**config.mk**
```make
export PLATFORM = sky130hd
export DESIGN_NAME = ctrl_pipe_hazard_flat
export DESIGN_NICKNAME = d
export VERILOG_FILES = /design/src/rtl/ctrl_pipe_hazard_if.sv /design/src/rtl/ctrl_pipe_hazard.sv /design/src/flat_wrapper.sv
export SDC_FILE = /design/constraint.sdc
export NUM_CORES = 1
export LEC_CHECK = 0
export BUFFER_PORTS_ARGS = -buffer_cell sky130_fd_sc_hd__buf_2
export CAP_MARGIN = 20
export CELL_PAD_IN_SITES_DETAIL_PLACEMENT = 0
export CELL_PAD_IN_SITES_GLOBAL_PLACEMENT = 1
export CORE_MARGIN = 4
export CORE_UTILIZATION = 41
export CTS_BUF_LIST = sky130_fd_sc_hd__clkbuf_4
export DETAILED_ROUTE_END_ITERATION = 7
export PLACE_DENSITY_LB_ADDON = 0.1
export SYNTH_ARGS = -nofsm -noshare
export SYNTH_HDL_FRONTEND = slang
export SYNTH_SLANG_ARGS = --single-unit
```
**constraint.sdc**
```tcl
create_clock -name clk -period 2.3 [get_ports clk]
set_input_delay 0.69 -clock clk [delete_from_list [all_inputs] [get_ports clk]]
set_output_delay 0.69 -clock clk [all_outputs]
set_load 0.05 [all_outputs]
```
**src/rtl/ctrl_pipe_hazard_if.sv**
```systemverilog
// Bundle between the decode stage and the pipeline control/hazard block:
// the decode control word and ZeroE in, the stage controls and hazard selects out.
interface ctrl_pipe_hazard_if #(
  parameter int REG_AW = 5,
  parameter int ALUC_W = 3
);
  logic              RegWriteD;
  logic              ALUSrcD;
  logic              MemWriteD;
  logic [1:0]        ResultSrcD;
  logic              BranchD;
  logic              JumpD;
  logic [ALUC_W-1:0] ALUControlD;
  logic [REG_AW-1:0] Rs1D;
  logic [REG_AW-1:0] Rs2D;
  logic [REG_AW-1:0] RdD;
  logic              ZeroE;

  logic              ALUSrcE;
  logic [ALUC_W-1:0] ALUControlE;
  logic              PCSrcE;
  logic              MemWriteM;
  logic              RegWriteW;
  logic [1:0]        ResultSrcW;
  logic [REG_AW-1:0] RdW;
  logic [1:0]        ForwardAE;
  logic [1:0]        ForwardBE;
  logic              StallF;
  logic              StallD;
  logic              FlushD;

  modport master (
    output RegWriteD, ALUSrcD, MemWriteD, ResultSrcD, BranchD, JumpD,
           ALUControlD, Rs1D, Rs2D, RdD, ZeroE,
    input  ALUSrcE, ALUControlE, PCSrcE, MemWriteM, RegWriteW, ResultSrcW,
           RdW, ForwardAE, ForwardBE, StallF, StallD, FlushD
  );

  modport slave (
    input  RegWriteD, ALUSrcD, MemWriteD, ResultSrcD, BranchD, JumpD,
           ALUControlD, Rs1D, Rs2D, RdD, ZeroE,
    output ALUSrcE, ALUControlE, PCSrcE, MemWriteM, RegWriteW, ResultSrcW,
           RdW, ForwardAE, ForwardBE, StallF, StallD, FlushD
  );
endinterface

```
**src/rtl/ctrl_pipe_hazard.sv**
```systemverilog
// Control-word pipeline (ID/EX, EX/MEM, MEM/WB) for a 5-stage RISC-V core,
// with EX branch resolution, load-use stall/flush and EX forwarding selects.
module ctrl_pipe_hazard #(
  parameter int REG_AW = 5,
  parameter int ALUC_W = 3
) (
  input logic               clk,
  input logic               rst,
  ctrl_pipe_hazard_if.slave bus
);

  typedef struct packed {
    logic              reg_write;
    logic              alu_src;
    logic              mem_write;
    logic [1:0]        result_src;
    logic              branch;
    logic              jump;
    logic [ALUC_W-1:0] alu_control;
    logic [REG_AW-1:0] rs1;
    logic [REG_AW-1:0] rs2;
    logic [REG_AW-1:0] rd;
  } id_ex_t;

  typedef struct packed {
    logic              reg_write;
    logic              mem_write;
    logic [1:0]        result_src;
    logic [REG_AW-1:0] rd;
  } ex_mem_t;

  typedef struct packed {
    logic              reg_write;
    logic [1:0]        result_src;
    logic [REG_AW-1:0] rd;
  } mem_wb_t;

  id_ex_t  id_ex_reg;
  id_ex_t  id_ex_next;
  ex_mem_t ex_mem_reg;
  mem_wb_t mem_wb_reg;

  logic lw_stall;
  logic pc_src;

  // Only ResultSrc=01 is a load; 11 must not stall.
  always_comb begin
    lw_stall = (id_ex_reg.result_src == 2'b01) && (id_ex_reg.rd != '0) &&
               ((id_ex_reg.rd == bus.Rs1D) || (id_ex_reg.rd == bus.Rs2D));
    pc_src   = (id_ex_reg.branch && bus.ZeroE) || id_ex_reg.jump;
  end

  // A stalled or squashed decode slot enters EX as an all-zero bubble.
  always_comb begin
    id_ex_next = '0;
    if (!(lw_stall || pc_src)) begin
      id_ex_next.reg_write   = bus.RegWriteD;
      id_ex_next.alu_src     = bus.ALUSrcD;
      id_ex_next.mem_write   = bus.MemWriteD;
      id_ex_next.result_src  = bus.ResultSrcD;
      id_ex_next.branch      = bus.BranchD;
      id_ex_next.jump        = bus.JumpD;
      id_ex_next.alu_control = bus.ALUControlD;
      id_ex_next.rs1         = bus.Rs1D;
      id_ex_next.rs2         = bus.Rs2D;
      id_ex_next.rd          = bus.RdD;
    end
  end

  always_ff @(posedge clk or negedge rst) begin
    if (!rst) begin
      id_ex_reg  <= '0;
      ex_mem_reg <= '0;
      mem_wb_reg <= '0;
    end else begin
      id_ex_reg             <= id_ex_next;
      ex_mem_reg.reg_write  <= id_ex_reg.reg_write;
      ex_mem_reg.mem_write  <= id_ex_reg.mem_write;
      ex_mem_reg.result_src <= id_ex_reg.result_src;
      ex_mem_reg.rd         <= id_ex_reg.rd;
      mem_wb_reg.reg_write  <= ex_mem_reg.reg_write;
      mem_wb_reg.result_src <= ex_mem_reg.result_src;
      mem_wb_reg.rd         <= ex_mem_reg.rd;
    end
  end

  // One forwarding unit per EX source operand; MEM wins over WB, x0 never forwards.
  genvar gi;
  generate
    for (gi = 0; gi < 2; gi++) begin : g_fwd
      logic [REG_AW-1:0] rs_e;
      logic [1:0]        sel;
      assign rs_e = (gi == 0) ? id_ex_reg.rs1 : id_ex_reg.rs2;
      always_comb begin
        sel = 2'b00;
        if (ex_mem_reg.reg_write && (ex_mem_reg.rd != '0) && (ex_mem_reg.rd == rs_e))
          sel = 2'b10;
        else if (mem_wb_reg.reg_write && (mem_wb_reg.rd != '0) && (mem_wb_reg.rd == rs_e))
          sel = 2'b01;
      end
    end
  endgenerate

  assign bus.ALUSrcE     = id_ex_reg.alu_src;
  assign bus.ALUControlE = id_ex_reg.alu_control;
  assign bus.PCSrcE      = pc_src;
  assign bus.MemWriteM   = ex_mem_reg.mem_write;
  assign bus.RegWriteW   = mem_wb_reg.reg_write;
  assign bus.ResultSrcW  = mem_wb_reg.result_src;
  assign bus.RdW         = mem_wb_reg.rd;
  assign bus.ForwardAE   = g_fwd[0].sel;
  assign bus.ForwardBE   = g_fwd[1].sel;
  assign bus.StallF      = lw_stall;
  assign bus.StallD      = lw_stall;
  assign bus.FlushD      = pc_src;

endmodule

```
**src/flat_wrapper.sv**
```systemverilog
// flat-port wrapper written by rule: the top's interface ports become plain ports
module ctrl_pipe_hazard_flat 
#(
  parameter int REG_AW = 5,
  parameter int ALUC_W = 3
)
  (clk, rst, bus_RegWriteD, bus_ALUSrcD, bus_MemWriteD, bus_ResultSrcD, bus_BranchD, bus_JumpD, bus_ALUControlD, bus_Rs1D, bus_Rs2D, bus_RdD, bus_ZeroE, bus_ALUSrcE, bus_ALUControlE, bus_PCSrcE, bus_MemWriteM, bus_RegWriteW, bus_ResultSrcW, bus_RdW, bus_ForwardAE, bus_ForwardBE, bus_StallF, bus_StallD, bus_FlushD);
  ctrl_pipe_hazard_if #(.REG_AW(REG_AW), .ALUC_W(ALUC_W)) bus_i ();
  input logic clk;
  input logic rst;
  input wire logic [$bits(bus_i.RegWriteD)-1:0] bus_RegWriteD;
  input wire logic [$bits(bus_i.ALUSrcD)-1:0] bus_ALUSrcD;
  input wire logic [$bits(bus_i.MemWriteD)-1:0] bus_MemWriteD;
  input wire logic [$bits(bus_i.ResultSrcD)-1:0] bus_ResultSrcD;
  input wire logic [$bits(bus_i.BranchD)-1:0] bus_BranchD;
  input wire logic [$bits(bus_i.JumpD)-1:0] bus_JumpD;
  input wire logic [$bits(bus_i.ALUControlD)-1:0] bus_ALUControlD;
  input wire logic [$bits(bus_i.Rs1D)-1:0] bus_Rs1D;
  input wire logic [$bits(bus_i.Rs2D)-1:0] bus_Rs2D;
  input wire logic [$bits(bus_i.RdD)-1:0] bus_RdD;
  input wire logic [$bits(bus_i.ZeroE)-1:0] bus_ZeroE;
  output wire logic [$bits(bus_i.ALUSrcE)-1:0] bus_ALUSrcE;
  output wire logic [$bits(bus_i.ALUControlE)-1:0] bus_ALUControlE;
  output wire logic [$bits(bus_i.PCSrcE)-1:0] bus_PCSrcE;
  output wire logic [$bits(bus_i.MemWriteM)-1:0] bus_MemWriteM;
  output wire logic [$bits(bus_i.RegWriteW)-1:0] bus_RegWriteW;
  output wire logic [$bits(bus_i.ResultSrcW)-1:0] bus_ResultSrcW;
  output wire logic [$bits(bus_i.RdW)-1:0] bus_RdW;
  output wire logic [$bits(bus_i.ForwardAE)-1:0] bus_ForwardAE;
  output wire logic [$bits(bus_i.ForwardBE)-1:0] bus_ForwardBE;
  output wire logic [$bits(bus_i.StallF)-1:0] bus_StallF;
  output wire logic [$bits(bus_i.StallD)-1:0] bus_StallD;
  output wire logic [$bits(bus_i.FlushD)-1:0] bus_FlushD;
  assign bus_i.RegWriteD = bus_RegWriteD;
  assign bus_i.ALUSrcD = bus_ALUSrcD;
  assign bus_i.MemWriteD = bus_MemWriteD;
  assign bus_i.ResultSrcD = bus_ResultSrcD;
  assign bus_i.BranchD = bus_BranchD;
  assign bus_i.JumpD = bus_JumpD;
  assign bus_i.ALUControlD = bus_ALUControlD;
  assign bus_i.Rs1D = bus_Rs1D;
  assign bus_i.Rs2D = bus_Rs2D;
  assign bus_i.RdD = bus_RdD;
  assign bus_i.ZeroE = bus_ZeroE;
  assign bus_ALUSrcE = bus_i.ALUSrcE;
  assign bus_ALUControlE = bus_i.ALUControlE;
  assign bus_PCSrcE = bus_i.PCSrcE;
  assign bus_MemWriteM = bus_i.MemWriteM;
  assign bus_RegWriteW = bus_i.RegWriteW;
  assign bus_ResultSrcW = bus_i.ResultSrcW;
  assign bus_RdW = bus_i.RdW;
  assign bus_ForwardAE = bus_i.ForwardAE;
  assign bus_ForwardBE = bus_i.ForwardBE;
  assign bus_StallF = bus_i.StallF;
  assign bus_StallD = bus_i.StallD;
  assign bus_FlushD = bus_i.FlushD;
  ctrl_pipe_hazard #(.REG_AW(REG_AW), .ALUC_W(ALUC_W)) u_core (.clk(clk), .rst(rst), .bus(bus_i));
endmodule
```
==> flow_metrics.env <==
export IMPL_rr_worst_depth=5
export IMPL_syn_area_per_cell_sq_um=11.35
export IMPL_die_y_microns=73.71
export IMPL_critical_path_max_stage_delay_ns=0.55
export IMPL_finalInstanceArea_sq_um=2439
export IMPL_n_fill_cell=352
export IMPL_power_w=0.001766
export IMPL_drt_total_wl_microns=3885
export IMPL_initial_core_util=0.4333
export IMPL_yosys_register_bits=42
export IMPL_min_path_type="reg -> reg"
export IMPL_top_usage_layer="met2"
export IMPL_cts_buffers=5
export IMPL_synth_seq_area_share=0.5936
export IMPL_p_per_area_nw_per_um2=724.3
export IMPL_rsz0062_at_grt="yes"
export IMPL_synth_area_leaders="dfrtp_1 (59%), xnor2_1 (7.9%), a21oi_1 (7.3%)"
export IMPL_wl_per_cell_microns=14.28
export IMPL_timing_rr_start="u_core.id_ex_reg[0]$_DFF_PN0_"
export IMPL_hold_depth=0
export IMPL_synth_cells=156
export IMPL_slew_viol_final=0
export IMPL_num_vias=1320
export IMPL_io_buffers=48
export IMPL_grt_pass1_wl_microns=6410
export IMPL_layoutNonFillerInstCount=272
export IMPL_h_tree_depth=2
export IMPL_violations="negative setup slack"
export IMPL_met1_usage=0.1873
export IMPL_leakage_nw=1.201
export IMPL_relSlewSlack=0.4727
export IMPL_holdWs_ns=0.3630
export IMPL_place_area_sq_um=2243
export IMPL_hpwl_microns=2905
export IMPL_yosysMostFrequentCell="dfrtp_1"
export IMPL_remaining_drc_errors=0
export IMPL_outcome="finished with violations"
export IMPL_drt_vias_per_instance=4.853
export IMPL_num_rows=23
export IMPL_fin_util=0.5968
export IMPL_die_area_sq_um=5433
export IMPL_grt_pass1_vias=1362
export IMPL_cts_hold_buf=0
export IMPL_die_x_microns=73.71
export IMPL_period_share=1.159
export IMPL_grt_usage=0.1583
export IMPL_gp_congestion=0.7896
export IMPL_antenna_found_initial=0
export IMPL_grt_start_max_net_pins=38
export IMPL_cp_max_fo=3
export IMPL_ys_async_sr_fraction=1.000
export IMPL_cts_tree="done"
export IMPL_grt_overflow=0
export IMPL_worstPathArrival_ns=1.98
export IMPL_final_hold_viol_count=0
export IMPL_use_met3=0.05198
export IMPL_largest_reg_flops=11
export IMPL_critPathLaunchType="flip-flop"
export IMPL_vdd_drop_max_mv=0.3625
export IMPL_place_inst=263
export IMPL_synthToLayoutAreaGrowth_pct=37.74
export IMPL_ant_nets=0
export IMPL_drive_above_1_share=0.4865
export IMPL_syn_num_nets=184
export IMPL_nNetsFinal=249
export IMPL_fin_crit_ns=2.667
export IMPL_path_cells="xor2_1 > or4_4 > nor4_4 > buf_6"
export IMPL_fmax_mhz=375.0
export IMPL_synth_distinct_cells=20
export IMPL_ys_warn_count=0
export IMPL_clockBufferDepth=2
export IMPL_cp_required_ns=1.61
export IMPL_max_cap_violations=0
export IMPL_timing_hold_worst_start="u_core.ex_mem_reg[5]$_DFF_PN0_"
export IMPL_synth_ff_type="dfrtp_1"
export IMPL_root_buffer="clkbuf_4"
export IMPL_grt_use_met2=0.2717
export IMPL_yosys_top_cells_count="dfrtp_1 (42), nand2_1 (27), a21oi_1 (26)"
export IMPL_drtIter0Drc=55
export IMPL_clkTransAtPathRegs_ns=0.12
export IMPL_crit_type="reg -> out"
export IMPL_setup_viol=6
export IMPL_ios=49
export IMPL_synth_edff_count=0
export IMPL_worstMarginPinSlew_ns=0.7910
export IMPL_final_setup_worst_slack_ns=-0.3666
export IMPL_slowest_stage="or4_4"
export IMPL_r2r_setup_slack_ns=0.75
export IMPL_core_region_area_sq_um=4086
export IMPL_clock_latency_ns=0.34
export IMPL_holdPathEnd="u_core.bus.ResultSrcW[0]$_DFF_PN0_"
export IMPL_endpoint_kind="primary output"
export IMPL_diodes=0
export IMPL_clock_sinks=42
export IMPL_r2r_end="u_core.g_fwd[0].rs_e[0]$_DFF_PN0_"
export IMPL_synth_area_sq_um=1770
export IMPL_yosys_area_top_type="dfrtp_1"
export IMPL_yosysTopAreaCellShare=0.5936
export IMPL_first_pass_iters=6
export IMPL_fin_skew_ns=0.008828
## worst max-delay path by stage
stage / from / to / slack, ns / cells after the start
floorplan: u_core.ex_mem_reg[4]$_DFF_PN0_ / bus_ForwardBE[0] / -0.38 / 4
global placement: u_core.ex_mem_reg[4]$_DFF_PN0_ / bus_ForwardBE[0] / -0.09 / 5
detailed placement: u_core.ex_mem_reg[4]$_DFF_PN0_ / bus_ForwardBE[0] / -0.11 / 5
CTS: u_core.ex_mem_reg[4]$_DFF_PN0_ / bus_ForwardAE[0] / -0.39 / 6
global route: u_core.ex_mem_reg[4]$_DFF_PN0_ / bus_ForwardAE[0] / -0.45 / 6
finish: u_core.bus.RdW[3]$_DFF_PN0_ / bus_ForwardAE[0] / -0.37 / 4
## metrics by stage
stage | setup TNS [ns] | setup slack [ns]
after detailed placement | -0.3307 | -0.1110
after global placement | -0.2510 | -0.09327
final | -1.276 | -0.3666
after floorplan | -0.6906 | -0.3824
after CTS | -1.494 | -0.3908
after global routing | -1.817 | -0.4506
## layer usage
metal | vias to the layer above | routed length [microns]
li1 | 649 | -
met1 | 618 | 1544
met5 | - | 0
met3 | 7 | 244
met2 | 46 | 2026
met4 | 0 | 69
## what timing repair did
item                                    4_1_cts  5_1_grt
gates resized for setup                      22        8
buffers inserted                              0        2
pin swaps                                    10        8
endpoints found under the setup margin        6        6
## cell families after synthesis
logic type,after synthesis,share of synthesized area
AO/OA/AOI/OAI,29,0.08833
AND/OR/NAND/NOR,43,0.1237
XOR/XNOR,30,0.1484
flip-flops,42,0.5936
buffers and inverters,12,0.04594
## where the power goes
group          internal [W]  switching (W)
registers          0.000815      0.0000591
clock network      0.000127       0.000220
logic              0.000214       0.000332
total               0.00116       0.000611
## cells in the final DEF (no fill, tap or decap)
cell type,n
a21oi_1,25
a21oi_2,1
and2_4,1
buf_2,42
buf_4,19
buf_6,6
buf_8,2
clkbuf_4,6
clkinv_1,1
clkinv_2,1
dfrtp_1,36
dfrtp_2,6
inv_2,1
nand2_1,27
nand3_1,2
nand3_2,2
nor2_2,1
nor3b_2,1
nor4_4,4
o21ai_2,1
o21ai_4,1
o22ai_4,1
or4_1,1
or4_4,4
xnor2_1,8
xnor2_2,7
xnor2_4,1
xor2_1,14
## worst max-delay path, delay by kind of cell (launching register included)
family | cells | cell delay (ns)
simple gates | 2 | 0.84
xor+xnor | 1 | 0.15
buf+inv | 1 | 0.19
flops | 1 | 0.45
## area by class of cell
type	count	area, sq um	area share
sequential	42	1059	0.4341
multi-input combinational	102	809.5	0.3320
timing repair buffer	69	450.4	0.1847
tap	50	62.56	0.02565
clock buffer	6	45.04	0.01847
clock inverter	2	8.758	0.003592
inverter	1	3.754	0.001539
Note: power is estimated with default switching activity, not from simulation.
